**src/rtl/spi_ram_master_ctrl_if.sv**
```systemverilog
// Command, response and SPI pin bundle for spi_ram_master_ctrl.
// master: controller side (takes commands and MISO, drives ready/response/busy/MOSI/SS_n).
// slave : the side that feeds commands and models the SPI slave.
interface spi_ram_master_ctrl_if;
  logic       cmd_valid;
  logic       cmd_ready;
  logic       cmd_rw;
  logic [7:0] cmd_addr;
  logic [7:0] cmd_wdata;
  logic       rsp_valid;
  logic [7:0] rsp_rdata;
  logic       busy;
  logic       MOSI;
  logic       MISO;
  logic       SS_n;

  modport master (
    input  cmd_valid, cmd_rw, cmd_addr, cmd_wdata, MISO,
    output cmd_ready, rsp_valid, rsp_rdata, busy, MOSI, SS_n
  );

  modport slave (
    output cmd_valid, cmd_rw, cmd_addr, cmd_wdata, MISO,
    input  cmd_ready, rsp_valid, rsp_rdata, busy, MOSI, SS_n
  );
endinterface

```
**src/rtl/spi_ram_master_ctrl.sv**
```systemverilog
// Command-level SPI master: each RAM write/read command becomes an address
// frame then a data frame (11 bits MSB-first, SS_n low), reads capture 8 MISO
// bits after RD_LAT clocks. Ports: clk, rst (sync, active-high), bus (master
// modport: cmd_valid/ready/rw/addr/wdata, rsp_valid/rdata, busy, MOSI/MISO/SS_n).
module spi_ram_master_ctrl #(
  parameter int ADDR_W = 8,  // frame payload is 8 bits wide, so this stays 8
  parameter int RD_LAT = 2,  // must be >= 1
  parameter int GAP    = 2   // must be >= 1
) (
  input  logic                 clk,
  input  logic                 rst,
  spi_ram_master_ctrl_if.master bus
);
  localparam int MAX_A   = (RD_LAT > GAP) ? RD_LAT : GAP;
  localparam int CNT_MAX = (MAX_A > 11) ? MAX_A : 11;
  localparam int CNT_W   = $clog2(CNT_MAX + 1);

  typedef enum logic [2:0] {
    S_IDLE, S_LOAD, S_SHIFT, S_WAIT_RD, S_CAPTURE, S_GAP
  } state_t;

  state_t            state;
  logic [CNT_W-1:0]  cnt;
  logic [9:0]        sreg;        // frame bits still to be shifted out
  logic [6:0]        cap_sr;      // first 7 MISO samples
  logic              lat_rw;
  logic [ADDR_W-1:0] lat_addr;
  logic [7:0]        lat_wdata;
  logic              data_phase;  // 0: address frame, 1: data frame

  logic              cmd_ready_q;
  logic              busy_q;
  logic              rsp_valid_q;
  logic [7:0]        rsp_rdata_q;
  logic              mosi_q;
  logic              ss_n_q;

  logic [1:0]        fcmd;
  logic [7:0]        payload;
  logic [10:0]       frame;

  // Frame = {cmd[1], cmd[1:0], payload}; cmd = {rw, data_phase}.
  always_comb begin
    fcmd    = {lat_rw, data_phase};
    payload = 8'(lat_addr);
    if (data_phase) begin
      payload = lat_rw ? 8'h00 : lat_wdata;
    end
    frame = {fcmd[1], fcmd, payload};
  end

  always_ff @(posedge clk) begin
    if (rst) begin
      state       <= S_IDLE;
      cnt         <= '0;
      sreg        <= '0;
      cap_sr      <= '0;
      lat_rw      <= 1'b0;
      lat_addr    <= '0;
      lat_wdata   <= '0;
      data_phase  <= 1'b0;
      cmd_ready_q <= 1'b1;
      busy_q      <= 1'b0;
      rsp_valid_q <= 1'b0;
      rsp_rdata_q <= 8'h00;
      mosi_q      <= 1'b0;
      ss_n_q      <= 1'b1;
    end else begin
      rsp_valid_q <= 1'b0;
      case (state)
        S_IDLE: begin
          if (bus.cmd_valid && cmd_ready_q) begin
            lat_rw      <= bus.cmd_rw;
            lat_addr    <= bus.cmd_addr;
            lat_wdata   <= bus.cmd_wdata;
            data_phase  <= 1'b0;
            cmd_ready_q <= 1'b0;
            busy_q      <= 1'b1;
            state       <= S_LOAD;
          end
        end
        // SS_n and the first bit go out together on the exit edge, so the
        // low period is exactly the 11 SHIFT cycles.
        S_LOAD: begin
          mosi_q <= frame[10];
          sreg   <= frame[9:0];
          ss_n_q <= 1'b0;
          cnt    <= '0;
          state  <= S_SHIFT;
        end
        S_SHIFT: begin
          if (cnt == CNT_W'(10)) begin
            cnt    <= '0;
            mosi_q <= 1'b0;
            if (fcmd == 2'b11) begin
              state <= S_WAIT_RD;
            end else begin
              ss_n_q <= 1'b1;
              state  <= S_GAP;
            end
          end else begin
            cnt    <= cnt + 1'b1;
            mosi_q <= sreg[9];
            sreg   <= {sreg[8:0], 1'b0};
          end
        end
        S_WAIT_RD: begin
          if (cnt == CNT_W'(RD_LAT - 1)) begin
            cnt   <= '0;
            state <= S_CAPTURE;
          end else begin
            cnt <= cnt + 1'b1;
          end
        end
        S_CAPTURE: begin
          cap_sr <= {cap_sr[5:0], bus.MISO};
          if (cnt == CNT_W'(7)) begin
            rsp_rdata_q <= {cap_sr, bus.MISO};
            rsp_valid_q <= 1'b1;
            ss_n_q      <= 1'b1;
            cnt         <= '0;
            state       <= S_GAP;
          end else begin
            cnt <= cnt + 1'b1;
          end
        end
        S_GAP: begin
          if (cnt == CNT_W'(GAP - 1)) begin
            cnt <= '0;
            if (!data_phase) begin
              data_phase <= 1'b1;
              state      <= S_LOAD;
            end else begin
              busy_q      <= 1'b0;
              cmd_ready_q <= 1'b1;
              state       <= S_IDLE;
            end
          end else begin
            cnt <= cnt + 1'b1;
          end
        end
        default: state <= S_IDLE;
      endcase
    end
  end

  assign bus.cmd_ready = cmd_ready_q;
  assign bus.busy      = busy_q;
  assign bus.rsp_valid = rsp_valid_q;
  assign bus.rsp_rdata = rsp_rdata_q;
  assign bus.MOSI      = mosi_q;
  assign bus.SS_n      = ss_n_q;
endmodule

```
**src/flat_wrapper.sv**
```systemverilog
// flat-port wrapper written by rule: the top's interface ports become plain ports
module spi_ram_master_ctrl_flat 
#(
  parameter int ADDR_W = 8,                                                  
  parameter int RD_LAT = 2,                 
  parameter int GAP    = 2                  
)
  (clk, rst, bus_cmd_valid, bus_cmd_rw, bus_cmd_addr, bus_cmd_wdata, bus_MISO, bus_cmd_ready, bus_rsp_valid, bus_rsp_rdata, bus_busy, bus_MOSI, bus_SS_n);
  spi_ram_master_ctrl_if bus_i ();
  input  logic clk;
  input  logic rst;
  input wire logic [$bits(bus_i.cmd_valid)-1:0] bus_cmd_valid;
  input wire logic [$bits(bus_i.cmd_rw)-1:0] bus_cmd_rw;
  input wire logic [$bits(bus_i.cmd_addr)-1:0] bus_cmd_addr;
  input wire logic [$bits(bus_i.cmd_wdata)-1:0] bus_cmd_wdata;
  input wire logic [$bits(bus_i.MISO)-1:0] bus_MISO;
  output wire logic [$bits(bus_i.cmd_ready)-1:0] bus_cmd_ready;
  output wire logic [$bits(bus_i.rsp_valid)-1:0] bus_rsp_valid;
  output wire logic [$bits(bus_i.rsp_rdata)-1:0] bus_rsp_rdata;
  output wire logic [$bits(bus_i.busy)-1:0] bus_busy;
  output wire logic [$bits(bus_i.MOSI)-1:0] bus_MOSI;
  output wire logic [$bits(bus_i.SS_n)-1:0] bus_SS_n;
  assign bus_i.cmd_valid = bus_cmd_valid;
  assign bus_i.cmd_rw = bus_cmd_rw;
  assign bus_i.cmd_addr = bus_cmd_addr;
  assign bus_i.cmd_wdata = bus_cmd_wdata;
  assign bus_i.MISO = bus_MISO;
  assign bus_cmd_ready = bus_i.cmd_ready;
  assign bus_rsp_valid = bus_i.rsp_valid;
  assign bus_rsp_rdata = bus_i.rsp_rdata;
  assign bus_busy = bus_i.busy;
  assign bus_MOSI = bus_i.MOSI;
  assign bus_SS_n = bus_i.SS_n;
  spi_ram_master_ctrl #(.ADDR_W(ADDR_W), .RD_LAT(RD_LAT), .GAP(GAP)) u_core (.clk(clk), .rst(rst), .bus(bus_i));
endmodule
```
**config.mk**
```make
export PLATFORM = sky130hd
export DESIGN_NAME = spi_ram_master_ctrl_flat
export DESIGN_NICKNAME = d
export VERILOG_FILES = /design/src/rtl/spi_ram_master_ctrl_if.sv /design/src/rtl/spi_ram_master_ctrl.sv /design/src/flat_wrapper.sv
export SDC_FILE = /design/constraint.sdc
export NUM_CORES = 1
export LEC_CHECK = 0
export CORE_MARGIN = 2
export CORE_UTILIZATION = 40
export CTS_CLUSTER_SIZE = 24
export DETAILED_ROUTE_END_ITERATION = 8
export GPL_TIMING_DRIVEN = 0
export MAX_ROUTING_LAYER = met4
export PLACE_DENSITY = 0.73
export SKIP_CTS_REPAIR_TIMING = 1
export SLEW_MARGIN = 20
export SYNTH_ARGS = -nofsm -noshare
export SYNTH_HDL_FRONTEND = slang
export SYNTH_SLANG_ARGS = --single-unit
```
**constraint.sdc**
```tcl
create_clock -name clk -period 1.9 [get_ports clk]
set_input_delay 0.19 -clock clk [delete_from_list [all_inputs] [get_ports clk]]
set_output_delay 0.19 -clock clk [all_outputs]
set_load 0.03 [all_outputs]
```
==> results.json <==
{
  "die_w_um": 81.6,
  "hold_viol": 0,
  "synth_top_family_by_area": "simple AND/OR/NAND/NOR gates",
  "synthCells": 287,
  "pin_count": 34,
  "synth_area_um2": 2410,
  "rows": 28,
  "start_util_pct": 41.1,
  "synth_edf_count": 0,
  "cts_buffer_depth": 2,
  "drtIter0Drc": 136,
  "final_layout_size_suffix_gt1_share_pct": 9.12,
  "synth_compound_area_share_pct": 19.6,
  "crit_fanout": 9,
  "numPortBuffers": 33,
  "grt_pass1_vias": 1920,
  "wirelength_mm": 5.60,
  "cts_buffers": 5,
  "status": "finished, final reports clean",
  "final.setup.tns_ns": 0,
  "cp.arrival_ns": 1.93,
  "grt_overflow": 0,
  "min_period_ns": 1.74,
  "clkTransAtPathRegs_ns": 0.10,
  "peakVddDrop_v": 0.000656,
  "root_buffer": "clkbuf_8",
  "synth_seq_cells": 55,
  "synth_ff_type": "dfxtp_1",
  "synth_fp_nets": 311,
  "p_per_area_nw_per_um2": 1240,
  "dp_hpwl_mm": 3.91,
  "route.detailed.drc": 0,
  "cap_violations": 0,
  "worstPathRequired_ns": 2.09,
  "rsz0062_at_grt": "false",
  "synth_most_common_cell": "nand2_1",
  "crit_path_end_kind": "flop",
  "skew_ns": 0.00708,
  "slew_headroom_pct": 66.1,
  "wire_per_inst_um": 13.9,
  "critPathLaunchType": "flop",
  "postSynthAreaPerCell_um2": 8.38,
  "synthAdderAreaFrac_pct": 1.56,
  "cts_sinks": 55,
  "cts_tree": "built",
  "hp-class": "input port to flop",
  "area_delta_synth_final_pct": 23.6,
  "h-tree-depth": 2,
  "grt_pass1_wl_mm": 8.98,
  "maxSlewViolCount": 0,
  "setup_viol": 0,
  "die_h_um": 81.6,
  "synthDistinctLibCells": 43,
  "nets": 353,
  "synth_xor_area_share_pct": 0.364,
  "synth_top_cell_area_share_pct": 45.8,
  "ys_seq_area_share_pct": 45.8,
  "p_leak_nw": 1.05,
  "grt_start_max_net_pins": 16,
  "antenna_found_initial": 0,
  "worstSetupPathType": "flop to flop",
  "vias": 2120,
  "yosys.area_share.simple_pct": 25.1,
  "synthMuxAreaShare_pct": 3.33,
  "gp_congestion": 0.904,
  "core_area_um2": 5850,
  "synth_common_cells": "69 x nand2_1, 55 x dfxtp_1, 43 x a21oi_1",
  "max_freq_ghz": 0.574,
  "avgViaCountPerCell": 5.25,
  "grtUsageTotal_pct": 18.0,
  "yosys.area.top_type": "dfxtp_1",
  "yosys_warnings": 0,
  "synth-async-reset-ratio_pct": 0,
  "die-area_um2": 6650,
  "dpl_cell_area_um2": 2830,
  "clk_latency_ns": 0.31,
  "antenna_left": 0,
  "stdcell_area_um2": 2970,
  "first_pass_iters": 4,
  "worst_slew_pin_slew_ns": 0.508,
  "diodes": 0,
  "synth.area.top_cells": "dfxtp_1 46%, nand2_1 11%, a21oi_1 8.9%",
  "fin_crit_sh_pct": 91.7
}
## worst max-delay path, stage by stage (launching register included)
cell,delay (ns)
dfxtp_1,0.47
or3b_2,0.48
buf_4,0.20
nor2_8,0.21
mux2i_1,0.21
nor2_1,0.05
## final cells by class
class / count / area (µm²)
Fill cell: 571 / 2880
Multi-Input combinational cell: 211 / 1230
Buffer: 18 / 91.3
Clock inverter: 1 / 30.0
Timing Repair Buffer: 35 / 345
Inverter: 3 / 11.3
Clock buffer: 6 / 72.6
Tap cell: 75 / 93.8
Sequential cell: 55 / 1100
## cell families after synthesis
| logic type | count (synthesis) |
|---|---|
| xor gates and xnor gates | 1 |
| and+or+nand+nor | 123 |
| muxes | 8 |
| buffers and inverters | 21 |
| adders and majority gates | 3 |
| DFF | 55 |
| AOI/OAI and AO/OA | 76 |
## sequential cells by signal, indices dropped and copies added (netlist names)
register              cells
u_core.bus.rsp_rdata      8
u_core.bus.cmd_ready      1
u_core.cnt                4
u_core.bus.MOSI           1
u_core.sreg              10
u_core.data_phase         1
u_core.lat_addr           8
u_core.cap_sr             7
u_core.state              3
u_core.bus.SS_n           1
u_core.bus.busy           1
u_core.lat_wdata          8
u_core.lat_rw             1
u_core.bus.rsp_valid      1
## power by group
| group | total (W) | leakage, nW | switching, W | internal [W] |
|---|---|---|---|---|
| sequential | 0.00151 | 0.447 | 0.000155 | 0.00136 |
| clock | 0.000754 | 0.0513 | 0.000367 | 0.000387 |
| combinational | 0.00143 | 0.554 | 0.000849 | 0.000586 |
## path summary, 6_finish.rpt
| path | startpoint | to | slack [ns] | cells past startpoint |
|---|---|---|---|---|
| worst min-delay path | bus_cmd_addr[5] | u_core.lat_addr[5]$_SDFFE_PP0P_ | 0.42 | 3 |
| worst min register to register | u_core.lat_addr[0]$_SDFFE_PP0P_ | u_core.lat_addr[0]$_SDFFE_PP0P_ | 0.45 | 2 |
| worst max register to register | u_core.state[2]$_SDFFE_PP0P_ | u_core.bus.rsp_rdata[6]$_SDFFE_PP0P_ | 0.16 | 5 |
| worst max-delay path | u_core.state[2]$_SDFFE_PP0P_ | u_core.bus.rsp_rdata[6]$_SDFFE_PP0P_ | 0.16 | 5 |
## routing by layer
| metal | routed length, µm | up-vias | track usage, % |
|---|---|---|---|
| met5 | 0 | - | - |
| met4 | 84 | 0 | 5.25 |
| met3 | 218 | 7 | 3.41 |
| met2 | 2600 | 45 | 28.0 |
| met1 | 2700 | 978 | 23.8 |
| li1 | - | 1090 | - |
## per-stage QoR
step	total power [W]	hold WS, ns	util (%)	setup slack, ns	cells
3_3_place_gp	0.00286	0.440	48.4	0.0833	395
6_report	0.00370	0.424	50.8	0.157	404
2_1_floorplan	0.00251	0.326	-	0.311	287
4_1_cts	0.00365	0.420	50.1	-0.0211	402
5_1_grt	0.00393	0.439	50.8	0.00794	404
3_5_place_dp	0.00289	0.444	48.4	0.0659	395
## placed cells by master (no fill, tap or decap), types with 2 or more instances in the layout
master	instances
a31oi_1	2
buf_2	4
a311oi_1	2
and3b_1	2
or2_2	2
clkbuf_1	11
nor3_1	2
a211oi_1	2
dfxtp_1	55
o21ai_0	5
clkbuf_8	5
ha_1	3
nor2b_1	4
nand3_1	4
o211ai_1	8
nor2_1	15
nor3b_2	2
nor3_2	2
a21oi_1	43
inv_1	3
clkdlybuf4s50_1	33
nand2_1	69
buf_4	5
or3b_2	3
nand2b_1	4
nand3b_1	4
a221o_1	6
mux2i_1	8
Power figures use the tool's default switching activity.
==> RTL change (same flow settings) <==
Reset style: asynchronous (`rst`), changed in one clocked block.
--- a/src/rtl/spi_ram_master_ctrl.sv
+++ b/src/rtl/spi_ram_master_ctrl.sv
@@ -49,7 +49,7 @@
     frame = {fcmd[1], fcmd, payload};
   end
 
-  always_ff @(posedge clk) begin
+  always_ff @(posedge clk or posedge rst) begin
     if (rst) begin
       state       <= S_IDLE;
       cnt         <= '0;
Behaviour: differs if rst is asserted again (counterexample within 4 cycles, from zero or initial values and one cycle with rst high); with rst held inactive, the same outputs for 10 cycles.
==> RTL change against the unedited design <==
Cell area up 8.0%; synthesized area increased by 8.0%; largest power group is now combinational cells; setup slack worse by 0.092 ns; via count fell by 12%; critical path type unchanged; sequential cell count did not move; total power is 27% higher; wire length shrank 6.3%; non-clock buffer count shrank 5.
==> RTL change: results (changes against the unedited design) <==
muxShareOfSynthArea_pct: 15.0  # +12 points
met1_usage_pct: 22.1  # -1.6 points
peakVddDrop_mv: 0.742  # +13%
met3_usage_pct: 2.46  # -0.95 points
synthArstFlopShare_pct: 100  # +100 points
synth_cell_types: 50  # +16%
synthXorXnorAreaFrac_pct: 0  # -0.36 points
grt_use_total_pct: 15.7  # -2.2 points
synth-compound-area-share_pct: 14.3  # -5.3 points
r2r-end: "u_core.lat_addr[7]$_DFFE_PP0P_"
power_leakage_uw: 0.00138  # +31%
intPower_uw: 2900  # +24%
grt_max_degree: 56  # +40
first_global_vias: 1778  # -7.4%
outcome: "complete, no violations"
drive_gt1_share_pct: 26.0  # +17 points
startpoint_type: "flip-flop"
post-place-cells: 328  # -17%
gp_congestion: 0.839  # -7.3%
worst-path-max-fanout: 10  # +1
fin_hold_ws_ns: 0.327  # -0.0973 ns
netlist_instances: 218  # -24%
synth_fp_nets: 243  # -22%
pre_cts_slack_ns: -0.130  # -0.195 ns
vias: 1863  # -12%
grtUsageMet2_pct: 23.3  # -4.6 points
synth_common_cells: "53 x dfrtp_1, 32 x mux2_2, 25 x nand2_1"
synth_fa_ha_area_share_pct: 1.93  # +0.37 points
slew-limit-headroom_pct: 56.0  # -10 points
fin_worst_skew_ns: 0.0104  # +0.00334 ns
drtIter0Drc: 177  # +30%
crit_path_max_incr_delay_ns: 0.42  # -0.06 ns
ys.flop_type: "dfrtp_1"
min_path_type: "input pin to async pin"
regToRegStartpoint: "u_core.state[0]$_DFFE_PP0P_"
ys_seq_area_share_pct: 53.1  # +7.3 points
fin_cells: 342  # -15%
regToRegSetupSlack_ns: 0.07  # -0.09 ns
hpwl_mm: 3.52  # -10%
critPathSlowestCell: "or3_4"
worstPathArrival_ns: 2.03  # +0.10 ns
final_nets: 290  # -18%
max_freq_mhz: 545  # -5.0%
-- RTL change: how the worst max path moves through the flow --
stage	endpoint	cells past startpoint
after floorplan	u_core.lat_addr[0]$_DFFE_PP0P_	5
after global placement	u_core.cnt[3]$_DFFE_PP0P_	2
after detailed placement	u_core.state[0]$_DFFE_PP0P_	6
after CTS	u_core.state[0]$_DFFE_PP0P_	6
after global routing	u_core.state[0]$_DFFE_PP0P_	5
final	u_core.lat_addr[7]$_DFFE_PP0P_	5
-- RTL change: kinds of logic after synthesis --
kind of cell,count (synthesis)
simple gates,59
buf+inv,15
fa+ha+maj,4
flops,55
compound gates,50
mux,35
-- RTL change: final cells by class --
class / instances / area (sq um)
buffer: 8 / 46.3
sequential: 55 / 1380
clock buffer: 6 / 82.6
timing repair buffer: 40 / 383
tap: 77 / 96.3
inverter: 7 / 28.8
clock inverter: 1 / 8.76
multi-input combinational: 148 / 1180
fill: 589 / 3100
-- RTL change: worst max-delay path, delay by kind of cell (launching register included) --
kind	cells	cell delay, ns
multiplexers	1	0.34
AND/OR/NAND/NOR	2	0.64
buffers and inverters	2	0.36
flip-flops	1	0.37
-- RTL change: metrics by stage --
stage | total power (uW) | cell area, sq um | util [%]
finish | 4690 | 3210 | 50.8
detailed placement | 3840 | 3030 | 48.0
floorplan | 3320 | 2600 | -
global route | 5020 | 3210 | 50.8
CTS | 4520 | 3120 | 49.4
global placement | 3780 | 3030 | 47.9
-- RTL change: power by group through the flow --
stage / clock network, uW / registers, uW / logic, uW
after floorplan: 0 / 1910 / 1410
after global placement: 0 / 1910 / 1870
after detailed placement: 0 / 1920 / 1920
after CTS: 693 / 1900 / 1920
after global routing: 746 / 1970 / 2300
final: 681 / 1900 / 2110
-- RTL change: per-layer routing --
layer	vias to the layer above	wire, um	share of wire, %
met2	33	2540	48
met4	0	66	1.3
met3	4	158	3.0
met1	927	2480	47
met5	-	0	0
li1	899	-	-
